<file path="src/rtl/acq_peak_detect.sv">
// Acquisition peak detector: tracks the highest |I|+|Q| over a code-phase sweep
// and a non-adjacent runner-up, then issues the acquire/no-acquire decision.
//
// state  | meaning
// IDLE   | waiting for acq_start; correlation input ignored
// SWEEP  | accepting correlation results until the corr_last beat
// DRAIN  | two cycles for the magnitude pipeline to empty
// DECIDE | ratio test; result registers loaded
// DONE   | single-cycle acq_done, back to IDLE

module acq_peak_detect #(
    parameter int CORR_WIDTH    = 32,
    parameter int PRN_PHS_WIDTH = 12,
    parameter int NUM_PHS       = 4092,
    parameter int THR_WIDTH     = 5
) (
    input  logic                            rx_clk,
    input  logic                            rx_rst,
    input  logic                            acq_start,
    input  logic [THR_WIDTH-1:0]            thr_ratio,
    input  logic                            corr_vld,
    input  logic signed [CORR_WIDTH-1:0]    corr_i,
    input  logic signed [CORR_WIDTH-1:0]    corr_q,
    input  logic [PRN_PHS_WIDTH-1:0]        corr_phs,
    input  logic                            corr_last,
    output logic                            acq_busy,
    output logic                            acq_done,
    output logic                            acq_hit,
    output logic [PRN_PHS_WIDTH-1:0]        acq_prn_phs,
    output logic [CORR_WIDTH:0]             acq_peak,
    output logic [CORR_WIDTH:0]             acq_second
);

    localparam int MAG_W  = CORR_WIDTH + 1;
    localparam int PROD_W = MAG_W + THR_WIDTH;
    localparam logic [PRN_PHS_WIDTH-1:0] PHS_LAST = PRN_PHS_WIDTH'(NUM_PHS - 1);
    localparam logic [PRN_PHS_WIDTH:0]   PHS_ONE  = 1;
    localparam logic [CORR_WIDTH-1:0]    ABS_ONE  = 1;

    typedef enum logic [2:0] {
        ST_IDLE,
        ST_SWEEP,
        ST_DRAIN,
        ST_DECIDE,
        ST_DONE
    } state_t;

    state_t state, state_nxt;

    logic                     drain_cnt;
    logic [THR_WIDTH-1:0]     thr_lat;
    logic                     s1_vld;
    logic [CORR_WIDTH-1:0]    s1_abs_i, s1_abs_q;
    logic [PRN_PHS_WIDTH-1:0] s1_phs;
    logic [MAG_W-1:0]         peak, second;
    logic [PRN_PHS_WIDTH-1:0] peak_phs;

    logic [MAG_W-1:0]  mag;
    logic              near_peak;
    logic [PROD_W-1:0] dec_lhs, dec_rhs;
    logic              dec_hit;
    logic              take_beat;

    // Two's-complement negate in unsigned space keeps |most-negative| exact.
    function automatic logic [CORR_WIDTH-1:0] abs_val(input logic [CORR_WIDTH-1:0] x);
        return x[CORR_WIDTH-1] ? (~x + ABS_ONE) : x;
    endfunction

    function automatic logic is_adj(input logic [PRN_PHS_WIDTH-1:0] a,
                                    input logic [PRN_PHS_WIDTH-1:0] b);
        logic [PRN_PHS_WIDTH:0] ae, be;
        ae = {1'b0, a};
        be = {1'b0, b};
        return (ae == be) || (ae == be + PHS_ONE) || (be == ae + PHS_ONE) ||
               ((a == '0) && (b == PHS_LAST)) || ((a == PHS_LAST) && (b == '0));
    endfunction

    assign take_beat = corr_vld && (state == ST_SWEEP);
    assign mag       = {1'b0, s1_abs_i} + {1'b0, s1_abs_q};
    assign near_peak = is_adj(s1_phs, peak_phs);
    assign dec_lhs   = PROD_W'(peak) << 3;
    assign dec_rhs   = PROD_W'(second) * PROD_W'(thr_lat);
    assign dec_hit   = (dec_lhs >= dec_rhs) && (peak != '0);

    always_ff @(posedge rx_clk) begin
        if (rx_rst) begin
            state <= ST_IDLE;
        end else begin
            state <= state_nxt;
        end
    end

    always_comb begin
        state_nxt = state;
        acq_busy  = 1'b1;
        acq_done  = 1'b0;
        case (state)
            ST_IDLE: begin
                acq_busy = 1'b0;
                if (acq_start) state_nxt = ST_SWEEP;
            end
            ST_SWEEP: begin
                if (corr_vld && corr_last) state_nxt = ST_DRAIN;
            end
            ST_DRAIN: begin
                if (drain_cnt == 1'b0) state_nxt = ST_DECIDE;
            end
            ST_DECIDE: begin
                state_nxt = ST_DONE;
            end
            ST_DONE: begin
                acq_done  = 1'b1;
                state_nxt = ST_IDLE;
            end
            default: begin
                state_nxt = ST_IDLE;
            end
        endcase
    end

    always_ff @(posedge rx_clk) begin
        if (rx_rst) begin
            drain_cnt   <= 1'b0;
            thr_lat     <= '0;
            s1_vld      <= 1'b0;
            s1_abs_i    <= '0;
            s1_abs_q    <= '0;
            s1_phs      <= '0;
            peak        <= '0;
            second      <= '0;
            peak_phs    <= '0;
            acq_hit     <= 1'b0;
            acq_prn_phs <= '0;
            acq_peak    <= '0;
            acq_second  <= '0;
        end else begin
            s1_vld <= take_beat;
            if (take_beat) begin
                s1_abs_i <= abs_val(corr_i);
                s1_abs_q <= abs_val(corr_q);
                s1_phs   <= corr_phs;
            end

            if (state == ST_SWEEP) begin
                drain_cnt <= 1'b1;
            end else if ((state == ST_DRAIN) && (drain_cnt != 1'b0)) begin
                drain_cnt <= drain_cnt - 1'b1;
            end

            if ((state == ST_IDLE) && acq_start) begin
                peak        <= '0;
                second      <= '0;
                peak_phs    <= '0;
                thr_lat     <= thr_ratio;
                acq_hit     <= 1'b0;
                acq_prn_phs <= '0;
            end else if (s1_vld) begin
                // Strict compares keep the earlier phase on ties.
                if (mag > peak) begin
                    peak     <= mag;
                    peak_phs <= s1_phs;
                    if (!near_peak) second <= peak;
                end else if (!near_peak && (mag > second)) begin
                    second <= mag;
                end
            end

            if (state == ST_DECIDE) begin
                acq_hit     <= dec_hit;
                acq_prn_phs <= peak_phs;
                acq_peak    <= peak;
                acq_second  <= second;
            end
        end
    end

endmodule

</file>
<file path="config.mk">
export PLATFORM = sky130hd
export DESIGN_NAME = acq_peak_detect
export DESIGN_NICKNAME = d
export VERILOG_FILES = /design/src/rtl/acq_peak_detect.sv
export SDC_FILE = /design/constraint.sdc
export NUM_CORES = 1
export LEC_CHECK = 0
export BUFFER_PORTS_ARGS = -buffer_cell sky130_fd_sc_hd__buf_2
export CAP_MARGIN = 20
export CELL_PAD_IN_SITES_DETAIL_PLACEMENT = 1
export CELL_PAD_IN_SITES_GLOBAL_PLACEMENT = 1
export CORE_UTILIZATION = 46
export DETAILED_ROUTE_END_ITERATION = 10
export GPL_ROUTABILITY_DRIVEN = 0
export PLACE_DENSITY_LB_ADDON = 0.05
export SYNTH_ARGS = -nofsm -noshare
export SYNTH_HDL_FRONTEND = slang
export SYNTH_SLANG_ARGS = --single-unit
</file>
<file path="constraint.sdc">
create_clock -name rx_clk -period 7 [get_ports rx_clk]
set_input_delay 0.35 -clock rx_clk [delete_from_list [all_inputs] [get_ports rx_clk]]
set_output_delay 0.35 -clock rx_clk [all_outputs]
set_load 0.005 [all_outputs]
</file>
==> results of run 1 <==
[power by group through the flow]
stage | Sequential (uW) | Clock (uW) | Combinational [uW]
6_report | 1490 | 1590 | 991
4_1_cts | 1480 | 1620 | 998
3_5_place_dp | 1510 | 0 | 987
2_1_floorplan | 1480 | 0 | 694
5_1_grt | 1490 | 1680 | 1100
3_3_place_gp | 1510 | 0 | 950
[cell families after synthesis]
kind of cell | Yosys count | synth area share, %
DFF | 243 | 24.43
buffers and inverters | 290 | 5.473
xor gates and xnor gates | 136 | 5.982
AOI/OAI and AO/OA | 626 | 19.81
adders and majority gates | 277 | 20.95
muxes | 37 | 1.879
and+or+nand+nor | 892 | 21.47
[worst reg2reg max path: stages (launching register included)]
cell                        delay [ns]
sky130_fd_sc_hd__dfxtp_1          0.53
sky130_fd_sc_hd__and2_1           0.22
sky130_fd_sc_hd__fa_1             0.42
sky130_fd_sc_hd__fa_1             0.55
sky130_fd_sc_hd__inv_1            0.05
sky130_fd_sc_hd__fa_1             0.52
sky130_fd_sc_hd__inv_1            0.05
sky130_fd_sc_hd__ha_1             0.34
sky130_fd_sc_hd__a21oi_1          0.20
sky130_fd_sc_hd__o211ai_1         0.16
sky130_fd_sc_hd__a2111oi_1        0.47
sky130_fd_sc_hd__buf_4            0.19
sky130_fd_sc_hd__or4_1            0.19
sky130_fd_sc_hd__nand3_1          0.16
sky130_fd_sc_hd__and3_1           0.26
sky130_fd_sc_hd__o31ai_1          0.39
sky130_fd_sc_hd__mux2i_1          0.13
sky130_fd_sc_hd__a2111oi_0        0.42
sky130_fd_sc_hd__ha_1             0.33
sky130_fd_sc_hd__a211oi_1         0.32
sky130_fd_sc_hd__nand2_1          0.10
sky130_fd_sc_hd__a21oi_1          0.13
sky130_fd_sc_hd__o211ai_1         0.10
sky130_fd_sc_hd__a31oi_1          0.15
sky130_fd_sc_hd__o41ai_1          0.09
[layer usage]
layer	global-route usage, %	share of wire, %
met1	38.14	48
met2	47.30	47
met4	5.663	1.6
met5	0	0
met3	2.205	3.6
[cell type report]
| cell class | count | area, sq um |
|---|---|---|
| fillers | 5222 | 19990 |
| multi-input cells | 1968 | 13990 |
| flip-flops and latches | 243 | 4867 |
| repair buffers | 202 | 1141 |
| clock buffers | 40 | 849.6 |
| well taps | 577 | 721.9 |
| inverters | 160 | 600.6 |
| clock inverters | 14 | 152.6 |
[through the flow]
stage,setup slack [ns],cells,area [sq um],hold WS (ns)
floorplan,1.048,2501,19910,0.4356
detailed placement,0.4020,3145,21270,0.4446
CTS,0.3390,3204,22320,0.0003029
finish,0.4229,3204,22330,0.02344
global placement,0.5580,3145,21270,0.4388
global route,0.001333,3204,22330,0.006802
[flip-flops by register name, indices dropped and copies added, names as in the netlist, 32 cells and up]
signal and count:
acq_second 33, s1_abs_q 32, second 33, acq_peak 33, peak 33, s1_abs_i 32
[cells in the final DEF (no fill, tap or decap), drive strengths merged, types with 6 or more instances in the layout]
cell type / n
nor2: 133
xor2: 86
mux2i: 34
nor4: 21
a21oi: 263
nand2b: 18
nor3: 40
nand3: 48
xnor2: 50
a31oi: 13
a211oi: 97
and3: 20
o21bai: 15
clkinv: 10
nand2: 376
o21a: 19
nand4: 38
or3: 11
dfxtp: 243
or4: 17
inv: 161
a211o: 6
ha: 183
clkbuf: 40
and2: 132
o31ai: 22
o211ai: 12
a21o: 56
o21ai: 68
nor2b: 17
buf: 197
a2111oi: 7
fa: 94
o41ai: 8
[worst paths after layout]
check | startpoint | end | depth (start not counted)
setup / recovery | second[2] | acq_hit | 24
hold / removal | corr_phs[2] | s1_phs[2] | 3
setup reg to reg | second[2] | acq_hit | 24
hold reg to reg | acq_second[15] | acq_second[15] | 2
[what timing repair did]
item,in CTS,in global routing
setup endpoints to repair,0,1
endpoints found under the hold margin,5,0
gates resized for setup,0,4
hold buffers,5,0
==> results list, run 1 <==
- For the worst-skew pair, the clock arrives at the later sink with an insertion delay of 0.57 ns.
* Peak clock frequency supported by timing: 0.1520 GHz
* Post-layout util: 52.76%
- The design draws 4063 uW.
* Unrepaired setup endpoints after global routing: false
- Setup violations remaining at the end of the flow were counted as 0.
- Width of the chip: 210.1 microns
* Post-detailed-route count of antenna-violating nets: 0
* Number of warnings reported in the yosys synthesis log: 0
* Max-cap violations: 0
- Peak supply drop: around 0.18 mV
- The most common cell in the synthesized netlist is sky130_fd_sc_hd__nand2_1.
- Counting every instance in the synthesized netlist gives 2501.
- On the critical path, the stage with the largest delay is an instance of sky130_fd_sc_hd__fa_1.
- Post-Route Skew: slightly below 0.01 ns
* Proportion of synthesized chip area in sequential cells: 24.43%
- Setup total negative slack on the finished layout was measured at 0 ns.
- After synthesis, the largest area contributor takes up 24.43% of total cell area.
- After synthesis, the mean cell area works out to approximately 8 sq um.
- For this run, the slowest stage of the critical path takes 0.55 ns.
- Initial antenna violation count: 0
* Wire length of the first global-routing pass: 99200 microns
- Entering global routing, the biggest net connects 93 pins.
- Class of the most critical setup path: reg2reg
- Core Rows: 75
- In this run the number of H-tree levels came out at 1.
- Post CTS Setup Buffer Count: 0
- DP HPWL: ~47000 microns
* Area of the mapped netlist: 19910 sq um
* Violation count after the first detailed-routing iteration: 750
- The cell family contributing the most delay on the critical path is compound AO/OA/AOI/OAI gates.
- Synthesis instantiated 69 different standard cells from the library.
* Fraction of power consumed by sequential logic: a little over a third
- The analysis attributes to net switching a power of 1297 uW.
- Result of the run: complete, no violations
* Overall track demand over capacity in global routing: 27.66%
* Post-synth top flop: sky130_fd_sc_hd__dfxtp_1
- Final wirelength: 60800 microns
* Avg WL per Cell: ~19 microns
- Number of vias per cell: 5.732
- Final number of max-transition violations: 0
- The hold violation count in the final report is 0.
- Clock Power Share: 39.0%
- The count of buffers added on input and output ports is 166.
- After layout, the worst path uses 93.96% of the clock period.
- Nets: 2969
- The via count of the first global-routing pass is 18790.
* CP required: between 7 and 8 ns
* TritonCTS sink count: 243
- Share of post-route cells with drive strength above 1: 10.39%
* Proportion of power drawn by combinational gates: 24.4%
- The core region is 42320 sq um.
- Clock tree synthesis inserted a total of 31 buffers.
- Pwr dens: 182.0 nW/um^2
* Data arrival time of the critical path: 7.03 ns
* Ant diodes: 0
- Most used standard cells in the synthesized netlist: sky130_fd_sc_hd__nand2_1 (376), sky130_fd_sc_hd__a21oi_1 (263), sky130_fd_sc_hd__dfxtp_1 (243), sky130_fd_sc_hd__ha_1 (183), sky130_fd_sc_hd__inv_1 (160)
* Synth area leader: sky130_fd_sc_hd__dfxtp_1
- Transition time at the pin with the least slew margin: 0.9643 ns
- Clock transition at path regs: 0.06 ns
- Clock tree from TritonCTS: yes
- Pint: 2765 uW
- For this configuration, the core starts out at a cell density of 47.05%.
* Total die area: 44120 sq um
- Switching part of the total: 31.93%
- Min Clock Period, post-route: between 6 and 7 ns
* Relative area change from synthesis to final layout: 12.13%
* Share of synthesized flip-flops with an asynchronous set or reset: 0%
* Pleak: 0.009706 uW
- GR Overflow Total: 0
- Critical-path cell list: and2_1 > fa_1 > fa_1 > inv_1 > fa_1 > inv_1 > ha_1 > a21oi_1 > o211ai_1 > a2111oi_1 > buf_4 > or4_1 > nand3_1 > and3_1 > o31ai_1 > mux2i_1 > a2111oi_0 > ha_1 > a211oi_1 > nand2_1 > a21oi_1 > o211ai_1 > a31oi_1 > o41ai_1
- Synthesis produced a netlist with a net count of between 2000 and 3000.
* Worst rel slew slack: a little over a third
- Synth area leaders: sky130_fd_sc_hd__dfxtp_1 (24%), sky130_fd_sc_hd__ha_1 (11%), sky130_fd_sc_hd__fa_1 (9.5%)
- Path category of the worst min-delay check: in2reg
* FF-to-FF setup slack: 0.42 ns
* Crit Path Max Fanout: 8
- Buffer and inverter count on the worst path: 3
* Most used cell along the critical path: sky130_fd_sc_hd__fa_1
- After synthesis the netlist holds a flip-flop and latch count of 243.
- In this run the clock root is driven by a sky130_fd_sc_hd__clkbuf_16.
* Startpoint Class: register
- ~170 I/O pins were placed.
- Count of unresolved DRC violations after routing: 0
- Count of TritonRoute iterations in the first routing pass: 5
- For this block, the via count after detailed routing is 18360.
- The synthesized design contains 0 enable-type register cells.
- CP endpoint kind: register
* DIE HEIGHT: ~210 microns
- Maximum count of clock buffers along a single path: 3
Note: power is estimated with default switching activity, not from simulation.
==> inputs of run 2 (changes only) <==
--- a/config.mk
+++ b/config.mk
@@ -9,7 +9,8 @@
 export CAP_MARGIN = 20
 export CELL_PAD_IN_SITES_DETAIL_PLACEMENT = 1
 export CELL_PAD_IN_SITES_GLOBAL_PLACEMENT = 1
-export CORE_UTILIZATION = 46
+export CORE_UTILIZATION = 47
+export CTS_BUF_LIST = sky130_fd_sc_hd__clkbuf_4
 export DETAILED_ROUTE_END_ITERATION = 10
 export GPL_ROUTABILITY_DRIVEN = 0
 export PLACE_DENSITY_LB_ADDON = 0.05
==> results list, run 2 (synthesized netlist as in run 1, its figures left out) <==
- The layout has between 5000 and 6000 filler cells.
* Min Clock Period, post-route: 6.607 ns
- Max-cap violations: 0
- The path class of the tightest hold or removal check is in2reg.
* Clock root cell: sky130_fd_sc_hd__clkbuf_4
- Total die area: between 40000 and 50000 sq um
- 167 I/O pins were placed.
- Sum Neg Setup Slack: 0 ns
- Post-route fraction of the period consumed by the critical path: a little over nine tenths
* Via count of the first global-routing pass: 20320
- The count of nets left with antenna violations once routing finished came out at 0.
- Insertion delay of the later-clocked pin in the worst-skew pair: 0.78 ns
- In the routed layout, each cell is associated on average with a via count of 5.746.
- DIE HEIGHT: around 210 microns
* Final-report setup violation count: 0
- For this run, the post-layout net count is 3117.
- Pint: ~2600 uW
- Transition time at the pin with the least slew margin: 0.8774 ns
* Count of endpoints failing hold in the final timing report: 0
- For this block, the initial DRC count from the detailed router was 963.
- Avg WL per Cell: 19.27 microns
* Class of the most critical setup path: reg2reg
- Post-placement cell count: 3113
- Peak supply drop: 0.1286 mV
* Psw: 1353 uW
* Maximum count of clock buffers along a single path: 3
- Clock transition at path regs: 0.08 ns
* GR Overflow Total: 0
- In this run the power density over the cells is 169.1 nW/um^2.
* Delay of the slowest cell on the worst path: 0.56 ns
* Footprint of the multi-input gates: 14000 sq um
- The final number of max-transition violations came to 0.
- After legalization and detailed placement, the total HPWL measured 47210 microns.
- Crit Path Max Fanout: 8
* Proportion of power drawn by combinational gates: ~27%
- The core region is 41850 sq um.
- The finished layout holds 3348 standard cells, fillers aside.
- Clock tree synthesis found a total of roughly 240 sinks.
- CP required: 7.61 ns
- STA classifies the critical path startpoint as a register.
- In this run the tool buffered the top-level ports with 166 buffer cells.
- Count of unresolved DRC violations after routing: 0
- Leaving out fill and tap cells, the most frequent cell in the layout is sky130_fd_sc_hd__nand2_1.
- Summed over all cells, the static leakage comes to 0.01019 uW.
- In the final layout, flip-flops and latches occupy ~4900 sq um.
- Result of the run: complete, no violations
- Most frequent cells in the layout: sky130_fd_sc_hd__nand2_1 (375), sky130_fd_sc_hd__a21oi_1 (262), sky130_fd_sc_hd__dfxtp_1 (243)
- Post CTS Setup Buffer Count: 0
- TritonCTS created 73 clock buffers.
* Most used cell along the critical path: sky130_fd_sc_hd__fa_1
* Core Rows: 75
- Wire length of the first global-routing pass: roughly 110000 microns
- The H-tree was split into 3 levels.
- TritonCTS built the clock tree.
* Fraction of power consumed by sequential logic: 37.7%
- Based on the critical path, the design can be clocked at up to 0.1514 GHz.
* Width of the chip: around 210 microns
* Clock Power Share: between 30% and 40%
- From synthesis to final layout, the design area changed by 16.77%.
- Switching part of the total: 34.41%
* CP endpoint kind: register
- Post-Route Skew: roughly 0.059 ns
- Global routing used 30.17% of the available tracks across all layers.
- Data arrival time of the critical path: 7.21 ns
- Slowest cell on crit path: sky130_fd_sc_hd__fa_1
- Unrepaired setup endpoints after global routing: false
* Share of post-route cells with drive strength above 1: 12.11%
* Critical-path cell list: and2_1 > fa_1 > fa_1 > inv_1 > fa_1 > inv_1 > ha_1 > a21oi_1 > o211ai_1 > a2111oi_0 > buf_4 > or4_1 > nand3_1 > and3_1 > o31ai_2 > mux2i_1 > a2111oi_0 > ha_1 > a211oi_1 > nand2_1 > a21oi_1 > o211ai_1 > a31oi_1 > o41ai_1
- After detailed routing, the total wire length is 64530 microns.
- Detailed routing inserted a total of 19240 vias.
- The worst pin sits at a relative slew slack of 41.37%.
* Maximum number of pins on one net before global-route repair: between 90 and 100
- Count of TritonRoute iterations in the first routing pass: 5
- For this configuration, the core starts out at a cell density of 47.58%.
* Initial antenna violation count: 2
[run 2: per-layer routing]
metal,global-route usage (%),wire length [microns],vias to the layer above
met3,5.008,2853,107
met1,38.57,29180,9480
li1,-,-,9238
met5,0,0,-
met4,10.80,1671,0
met2,51.17,30820,413
[run 2: power groups by stage]
stage	Sequential, uW	Combinational [uW]	Clock [uW]
global route	1490	1160	1510
floorplan	1480	694	0
CTS	1480	1050	1440
global placement	1510	952	0
detailed placement	1510	990	0
finish	1480	1060	1390
[run 2: worst paths after layout]
check | cells after the start | to | slack [ns] | startpoint
setup reg to reg | 24 | acq_hit | 0.39 | thr_lat[3]
hold / removal | 3 | s1_abs_q[11] | 0.10 | corr_q[11]
setup / recovery | 24 | acq_hit | 0.39 | thr_lat[3]
hold reg to reg | 2 | acq_second[14] | 0.45 | acq_second[14]
[run 2: stage by stage]
step                total power, uW  setup slack, ns  cell area (sq um)  utilization, %  hold WS (ns)
CTS                            3968           0.3709              23240           55.53      0.001658
finish                         3932           0.3932              23250           55.55        0.1034
global route                   4167          0.06350              23250           55.55       0.09940
global placement               2462           0.7792              21280           50.85        0.4397
detailed placement             2501           0.4328              21280           50.85        0.4449
floorplan                      2176            1.048              19910               -        0.4356
[run 2: critical path, delay by kind of cell, from the launching register on]
kind / cells / cell delay (ns)
AO/OA/AOI/OAI: 10 / 2.46
AND/OR/NAND/NOR: 5 / 0.85
buffers and inverters: 3 / 0.32
adder cells (fa/ha/maj): 5 / 2.22
multiplexers: 1 / 0.12
flip-flops: 1 / 0.49
[run 2: final cells by class]
class,count,share of cell area [%]
antenna,1,0.01076
clock inverter,24,0.5220
multi-input combinational,1968,60.21
inverter,160,2.583
sequential,243,20.92
tap,539,2.901
timing repair buffer,308,9.461
clock buffer,105,3.390
[run 2: repair_timing]
action	in CTS	in global routing
endpoints found under the setup margin	0	1
resized for setup	0	2
endpoints found under the hold margin	94	0
hold buffers	105	0
